<file path="src/rtl/cfg_bitstream_tx.sv">
// cfg_bitstream_tx: shifts configuration words out MSB first as {word, SYNC_WORD} frames and closes the
// session with END_WORD. Define CFG_TX_ALIAS_CHECK_EN to add the sticky alias_err marker-alias detector.
module cfg_bitstream_tx #(
  parameter int          WORD_W    = 32,
  parameter logic [15:0] SYNC_WORD = 16'hFAB2,
  parameter logic [15:0] END_WORD  = 16'hFAB3
) (
  input  logic              clk,
  input  logic              reset,
  input  logic [WORD_W-1:0] word_in,
  input  logic              word_valid,
  input  logic              word_last,
  output logic              word_ready,
  output logic              tx_data,
  output logic              tx_active,
  output logic              done,
  output logic              underrun
`ifdef CFG_TX_ALIAS_CHECK_EN
  ,
  output logic              alias_err
`endif
);

  localparam int         FRAME_W    = WORD_W + 16;
  localparam logic [5:0] FRAME_LAST = 6'(FRAME_W - 1);
  localparam logic [5:0] END_LAST   = 6'd15;

  typedef enum logic [1:0] {
    ST_IDLE  = 2'd0,
    ST_FRAME = 2'd1,
    ST_END   = 2'd2,
    ST_DONE  = 2'd3
  } state_t;

  state_t             state_r, state_s;
  logic [5:0]         cnt_r, cnt_s;
  logic [FRAME_W-1:0] shift_r, shift_s;
  logic               tx_data_r, tx_data_s;
  logic               last_r, last_s;
  logic               done_r, done_s;
  logic               underrun_r, underrun_s;
  logic               tx_active_r, tx_active_s;
  logic               accept_s;
  logic [FRAME_W-1:0] frame_load_s;
  logic [FRAME_W-1:0] end_load_s;

  // The first bit goes straight into tx_data on the load edge, so the shift register keeps only the rest.
  assign frame_load_s = {word_in[WORD_W-2:0], SYNC_WORD, 1'b0};
  assign end_load_s   = {END_WORD[14:0], {(FRAME_W - 15){1'b0}}};

  assign word_ready = reset & (((state_r == ST_IDLE) & ~done_r) |
                               ((state_r == ST_FRAME) & (cnt_r == FRAME_LAST) & ~last_r));
  assign accept_s   = word_valid & word_ready;
  assign tx_active_s = (state_s == ST_FRAME) | (state_s == ST_END);

  // Next-state, next-bit and sticky-flag logic.
  always_comb begin
    state_s    = state_r;
    cnt_s      = cnt_r;
    shift_s    = shift_r;
    tx_data_s  = tx_data_r;
    last_s     = last_r;
    done_s     = done_r;
    underrun_s = underrun_r;
    case (state_r)
      ST_IDLE: begin
        if (accept_s) begin
          state_s   = ST_FRAME;
          cnt_s     = 6'd0;
          shift_s   = frame_load_s;
          tx_data_s = word_in[WORD_W-1];
          last_s    = word_last;
        end else begin
          tx_data_s = 1'b0;
        end
      end
      ST_FRAME: begin
        if (cnt_r != FRAME_LAST) begin
          cnt_s     = cnt_r + 6'd1;
          shift_s   = {shift_r[FRAME_W-2:0], 1'b0};
          tx_data_s = shift_r[FRAME_W-1];
        end else if (accept_s) begin
          cnt_s     = 6'd0;
          shift_s   = frame_load_s;
          tx_data_s = word_in[WORD_W-1];
          last_s    = word_last;
        end else if (last_r) begin
          state_s   = ST_END;
          cnt_s     = 6'd0;
          shift_s   = end_load_s;
          tx_data_s = END_WORD[15];
        end else begin
          // Source starved mid-session: flag it but keep the session open.
          state_s    = ST_IDLE;
          cnt_s      = 6'd0;
          tx_data_s  = 1'b0;
          underrun_s = 1'b1;
        end
      end
      ST_END: begin
        if (cnt_r != END_LAST) begin
          cnt_s     = cnt_r + 6'd1;
          shift_s   = {shift_r[FRAME_W-2:0], 1'b0};
          tx_data_s = shift_r[FRAME_W-1];
        end else begin
          state_s   = ST_DONE;
          cnt_s     = 6'd0;
          tx_data_s = 1'b0;
          done_s    = 1'b1;
        end
      end
      ST_DONE: begin
        tx_data_s = 1'b0;
        done_s    = 1'b1;
      end
      default: begin
        state_s   = ST_IDLE;
        cnt_s     = 6'd0;
        tx_data_s = 1'b0;
      end
    endcase
  end

  // State and output registers; reset aborts any frame in flight.
  always_ff @(posedge clk or negedge reset) begin
    if (!reset) begin
      state_r     <= ST_IDLE;
      cnt_r       <= 6'd0;
      shift_r     <= {FRAME_W{1'b0}};
      tx_data_r   <= 1'b0;
      last_r      <= 1'b0;
      done_r      <= 1'b0;
      underrun_r  <= 1'b0;
      tx_active_r <= 1'b0;
    end else begin
      state_r     <= state_s;
      cnt_r       <= cnt_s;
      shift_r     <= shift_s;
      tx_data_r   <= tx_data_s;
      last_r      <= last_s;
      done_r      <= done_s;
      underrun_r  <= underrun_s;
      tx_active_r <= tx_active_s;
    end
  end

  assign tx_data   = tx_data_r;
  assign tx_active = tx_active_r;
  assign done      = done_r;
  assign underrun  = underrun_r;

`ifdef CFG_TX_ALIAS_CHECK_EN
  logic [14:0] hist_r;
  logic [15:0] window_s;
  logic        marker_end_s;
  logic        alias_hit_s;
  logic        alias_err_r;

  // Window ends with the bit currently on the pin; only a marker's own final bit may complete a match.
  assign window_s     = {hist_r, tx_data_r};
  assign marker_end_s = ((state_r == ST_FRAME) & (cnt_r == FRAME_LAST)) |
                        ((state_r == ST_END) & (cnt_r == END_LAST));
  assign alias_hit_s  = ((window_s == SYNC_WORD) | (window_s == END_WORD)) & ~marker_end_s;

  // Emitted-bit history and sticky alias flag.
  always_ff @(posedge clk or negedge reset) begin
    if (!reset) begin
      hist_r      <= 15'd0;
      alias_err_r <= 1'b0;
    end else begin
      hist_r      <= window_s[14:0];
      alias_err_r <= alias_err_r | alias_hit_s;
    end
  end

  assign alias_err = alias_err_r;
`endif

endmodule
</file>
<file path="config.mk">
export PLATFORM = sky130hd
export DESIGN_NAME = cfg_bitstream_tx
export DESIGN_NICKNAME = d
export VERILOG_FILES = /design/src/rtl/cfg_bitstream_tx.sv
export SDC_FILE = /design/constraint.sdc
export NUM_CORES = 1
export LEC_CHECK = 0
export BUFFER_PORTS_ARGS = -buffer_cell sky130_fd_sc_hd__clkbuf_2
export CORE_UTILIZATION = 55
export DETAILED_ROUTE_END_ITERATION = 7
export PLACE_DENSITY = 0.77
export SETUP_SLACK_MARGIN = 0.02
export SYNTH_ARGS = -nofsm -noshare
export SYNTH_HDL_FRONTEND = slang
export SYNTH_SLANG_ARGS = --single-unit
</file>
<file path="constraint.sdc">
create_clock -name clk -period 3.14 [get_ports clk]
set_input_delay 0.942 -clock clk [delete_from_list [all_inputs] [get_ports clk]]
set_output_delay 0.942 -clock clk [all_outputs]
set_load 0.02 [all_outputs]
</file>
After elaboration in Yosys (flattened, before gate mapping)
Index checks and enable logic that the tools add are counted.

Register bits: 61. Word-level logic and storage cells: 69.

Add/sub/neg operators: 1. Equality and inequality tests: 13. Muxes and demuxes: 27. Bitwise gates (word level): 11. Reductions and logical operators: 9.

Operators with widths (count): 48-bit 2-to-1 mux (5); 48-bit case mux with 3 select lines (1); 6-bit 2-to-1 mux (3); 6-bit case mux with 3 select lines (1); 2-bit 2-to-1 mux (5); 1-bit 2-to-1 mux (8); 2-bit inequality test, second input constant (4); 4-bit AND reduction (2); 6-bit by 1-bit adder with 6-bit output, second input constant (1); 2-bit equality test, second input constant (3); 6-bit equality test, second input constant (1); 6-bit by 4-bit inequality test with 1-bit output, second input constant (1); 6-bit inequality test, second input constant (1); 2-bit case mux with 3 select lines (1); 2-bit AND reduction (3); 1-bit bitwise AND (5); 2-bit by 1-bit equality test with 1-bit output, second input constant (2); 4-bit by 3-bit inequality test with 1-bit output, second input constant (1); 1-bit inverter (4); 1-bit case mux with 2 select lines (2); 1-bit case mux with 4 select lines (1); 2-bit nonzero test (2); 3-bit nonzero test (1); 2-bit zero test (1); 1-bit OR (2).

Depth between registers and ports, before layout
Depth after elaboration: 11. Gate-level depth with buffers: 10. Mapped depth without buffers: 8.

Worst setup path after synthesis
Ideal clock, no wire load.

Path type: reg-to-output. From: register state_r[0]. To: output port word_ready. Arrival time: 1.438 ns. Data required time: 2.198 ns. Slack: 0.760 ns. Stages on the path, launching flop included: 6. Buffers on the path: 0. Cells stage by stage: dfrtp_1 inv_1 ha_1 nand2b_1 a21boi_2 nor2b_1.

Longest elaborated chain between the ends: 5. Elaborated cells on any way between the ends: 7. Those cells by class: eq/ne (1); bitwise (5); reduce/logical (1).

Ends and longest elaborated chain: start: declaration (RTL line 35) `state_t state_r, state_s;`; start signal: assignment (RTL line 136) `state_r <= state_s;`; 2-bit by 1-bit equality test with 1-bit output (RTL line 52) `((state_r == ST_FRAME) & (cnt_r == FRAME_LAST) & ~last_r));`; 1-bit bitwise AND (2 in a row) (RTL line 52); 1-bit OR (*) (RTL line 51) `assign word_ready = reset & (((state_r == ST_IDLE) & ~done_r) |`; 1-bit bitwise AND (*) (RTL line 51); end: declaration (RTL line 13) `output logic word_ready,`.

Every way passes the cells marked *; elsewhere a longest branch is shown, timed or not.

Final worst setup path
From: register state_r[1]. To: output port word_ready.

Same word-level chain as after synthesis.

==> out/results.md <==
| Metric | Value | Unit |
|---|---|---|
| Per-instance average area after synthesis | 9.04 | um2 |
| First-pass GRT wire length | 11,100 | um |
| Top cells by instance count after synthesis | sky130_fd_sc_hd__nand2_1 (68), sky130_fd_sc_hd__dfrtp_1 (59), sky130_fd_sc_hd__o21ai_0 (42) | - |
| Worst endpoint required time | 2.20 | ns |
| Residual antenna-violating net count after detailed routing | 0 | - |
| Final standard cell count with taps included and fillers excluded | 444 | - |
| Overall track demand over capacity in global routing | 23.9 | % |
| Hold-fix buffers at CTS | 0 | - |
| Maximum capacitance violations | 0 | - |
| Final setup violating endpoints | 0 | - |
| Class of the tightest hold or removal check | flop to flop | - |
| Synthesized area | 0.00302 | mm2 |
| Placeable core region | 0.00520 | mm2 |
| Power density over the cells | 463 | mW/mm2 |
| Number of clock buffers inserted by TritonCTS | 9 | - |
| Number of synthesized flops with an enable pin | 0 | - |
| Clock Skews | 0.00971 | ns |
| Number of hold-slack violations in the final timing report | 0 | - |
| Critical register-to-register path endpoint | shift_r[38] | - |
| Cell taking the most area after synthesis | sky130_fd_sc_hd__dfrtp_1 | - |
| Number of antenna diodes | 0 | - |
| Vias | 2,510 | - |
| Maximum buffer depth of the clock tree | 2 | - |
| Port bufs | 40 | - |
| Worst-Skew Late Latency | 0.33 | ns |
| Flops & latches, synth | 59 | - |
| Final clock period utilization by the worst path | 91.1 | % |
| Startpoint of the lowest-slack hold path | shift_r[31] | - |
| Cell count after synthesis | 334 | - |
| RSZ-0062 raised after global routing | no | - |
| Clock Pin Slew Worst Setup and Hold Paths | 0.07 | ns |
| Signed area change from the synthesized netlist to the final layout | 14.6 | % |
| Critical Path Slowest Stage Cell | sky130_fd_sc_hd__dfrtp_1 | - |
| Detail Placement HPWL | 4200 | um |
| Post-route cell area | 0.00346 | mm2 |
| Number of placed I/O pins | 41 | - |
| Final worst path period need | 2.86 | ns |
| Avg Vias per Cell | 5.65 | - |
| Depth of the worst hold-timing path | 2 | - |
| Proportion of register bits with asynchronous set or reset after synthesis | 100 | % |
| Die height | 76.1 | um |
| # rows | 26 | - |
| Top flip-flop cell by instance count after synthesis | sky130_fd_sc_hd__dfrtp_1 | - |
| Worst EP arrival | 1.92 | ns |
| TritonCTS sink count | 59 | - |
| Setup fix buffers added after clock tree synthesis | 0 | - |
| Storage element area | 0.00148 | mm2 |
| Total wirelength of the detailed-routed design | 6330 | um |
| DRC marker count from the first detailed-route iteration | 188 | - |
| Die Outline Area | 0.00579 | mm2 |
| TritonCTS clock tree | built | - |
| CP Max Fanout | 8 | - |
| H-Tree Depth | 3 | - |
| Cell with the most instances after synthesis | sky130_fd_sc_hd__nand2_1 | - |
| Relative slew margins | 51.5 | % |
| Net count after synthesis | 378 | - |
| Final layout net count | 413 | - |
| Count of pins over their slew limit | 0 | - |
| Capture endpoint of the worst hold path | shift_r[31] | - |
| Top cell type's share of synthesized area | 48.9 | % |
| Startpoint of the most critical register-to-register path | state_r[1] | - |
| Initial core utilization | 58.0 | % |
| Summed negative setup slack over all endpoints | 0 | ns |
| Cells on worst reg2reg path | 9 | - |
| Kind of start point of the critical path | flop | - |
| Share of final-layout standard cells stronger than drive strength 1 | 18.2 | % |
| Outcome | complete, no violations | - |
| Worst Setup Path Type | flop to output pin | - |
| Total cell area at the placement stage | 0.00323 | mm2 |
| CTS root buf | sky130_fd_sc_hd__clkbuf_8 | - |
| Number of warnings reported in the yosys synthesis log | 0 | - |
| Final Util | 66.4 | % |
| Max Clk Rate | 0.350 | GHz |
| Static leakage | 1.66 | nW |
| Worst IR Drop VDD | 0.317 | mV |
| Largest net degree at the start of global routing | 93 | - |
| Critical Path Sink Type | output pin | - |
| Maximum cell stage delay along the critical path | 0.44 | ns |
| Most area-consuming cells after synthesis | sky130_fd_sc_hd__dfrtp_1 (49%), sky130_fd_sc_hd__nand2_1 (8.5%), sky130_fd_sc_hd__o21ai_0 (7.0%) | - |
| Slack of the worst reg-to-reg path | 0.65 | ns |
| Iteration count of the initial detailed-routing pass | 4 | - |
| Largest delay share family, worst path | flip-flops | - |
| Number of unique standard cell types used by synthesis | 44 | - |
| Combined area of the multi-input logic cells | 0.00140 | mm2 |
| Part of the Yosys area used for sequential elements | 48.9 | % |
| Cells along the critical path | inv_1 -> ha_1 -> and3b_1 -> a21boi_2 -> nor2b_1 -> clkbuf_2 | - |
| Actual transition at the worst max-transition pin | 0.727 | ns |
| Global-route congestion overflow total | 0 | - |
| Count of cells resized by post-cts repair | 0 | - |
| Number of antenna violations at the first check in global routing | 0 | - |
| Number of cells after detailed placement | 428 | - |
| GP Congestion | 0.821 | - |
| Floorplan die width | 76.1 | um |
| Number of global-route vias before repair | 2,378 | - |
| Critical path buffers and inverters | 2 | - |
| WL/cell | 14.2 | um |
| Remaining routing DRC violations | 0 | - |
| Layout filler cell count | 431 | - |
state kept, by name (all words and copies together), names as in the netlist:
| register | cells |
|---|---|
| cnt_r | 6 |
| done | 1 |
| tx_active | 1 |
| tx_data | 1 |
| underrun | 1 |
| shift_r | 46 |
| state_r | 2 |
| last_r | 1 |
kinds of logic (layout without fill, tap and decap cells):
logic type	Yosys count	in the layout	synth area share [%]
AND/OR/NAND/NOR	120	120	17.2
multiplexers	2	2	0.705
XOR/XNOR	1	1	0.290
AO/OA/AOI/OAI	117	117	24.9
adder cells (fa/ha/maj)	8	8	3.32
flip-flops	59	59	48.9
buffers and inverters	27	67	4.64
routing by layer:
layer	GRT usage, %	share of wire, %	vias to the layer above
met5	0	0	-
met4	10.8	1.2	0
met3	3.47	2.8	8
met2	36.5	45	44
met1	34.1	51	1209
li1	-	-	1249
power breakdown:
| part | switching, W | internal (W) |
|---|---|---|
| combinational | 0.0000295 | 0.0000244 |
| sequential | 0 | 0.000760 |
| clock | 0.000299 | 0.000489 |
worst max-delay path by stage:
stage	startpoint	cells after the start	end	slack, ns
2_1_floorplan	state_r[0]	5	word_ready	0.76
3_3_place_gp	state_r[1]	6	word_ready	0.67
3_5_place_dp	state_r[1]	6	word_ready	0.64
4_1_cts	state_r[1]	6	word_ready	0.27
5_1_grt	state_r[1]	6	word_ready	0.18
6_report	state_r[1]	6	word_ready	0.28
per-stage QoR:
step           hold WS [ns]  power [W]  setup slack [ns]
4_1_cts               0.486    0.00162             0.271
5_1_grt               0.498    0.00165             0.175
3_3_place_gp          0.462   0.000828             0.667
3_5_place_dp          0.462   0.000829             0.642
2_1_floorplan         0.449   0.000787             0.760
6_report              0.484    0.00160             0.280
cell type report:
| class | count | area share (%) |
|---|---|---|
| Multi-Input combinational cell | 248 | 40.5 |
| Clock buffer | 12 | 4.49 |
| Inverter | 5 | 0.543 |
| Clock inverter | 4 | 2.10 |
| Timing Repair Buffer | 46 | 7.09 |
| Tap cell | 70 | 2.53 |
| Sequential cell | 59 | 42.7 |
layout by cell type, fill, tap and decap left out, drive strengths merged, types with 2 or more instances in the layout:
cell     count
nor3         5
buf          6
dfrtp       59
ha           8
nand3        4
nand2       68
clkbuf      52
a21boi       2
a21o         2
o21ai       45
nor2b        4
nand2b       3
o22ai        4
a2bb2oi     10
bufinv       2
o31ai       10
a21oi       16
a22oi       21
inv          5
nor2        26
or2          2
tightest hold or removal path, stage by stage (launching register included):
cell and delay [ns]:
sky130_fd_sc_hd__dfrtp_1 0.34, sky130_fd_sc_hd__nand2_1 0.04, sky130_fd_sc_hd__o21ai_0 0.06
Power figures use the tool's default switching activity.
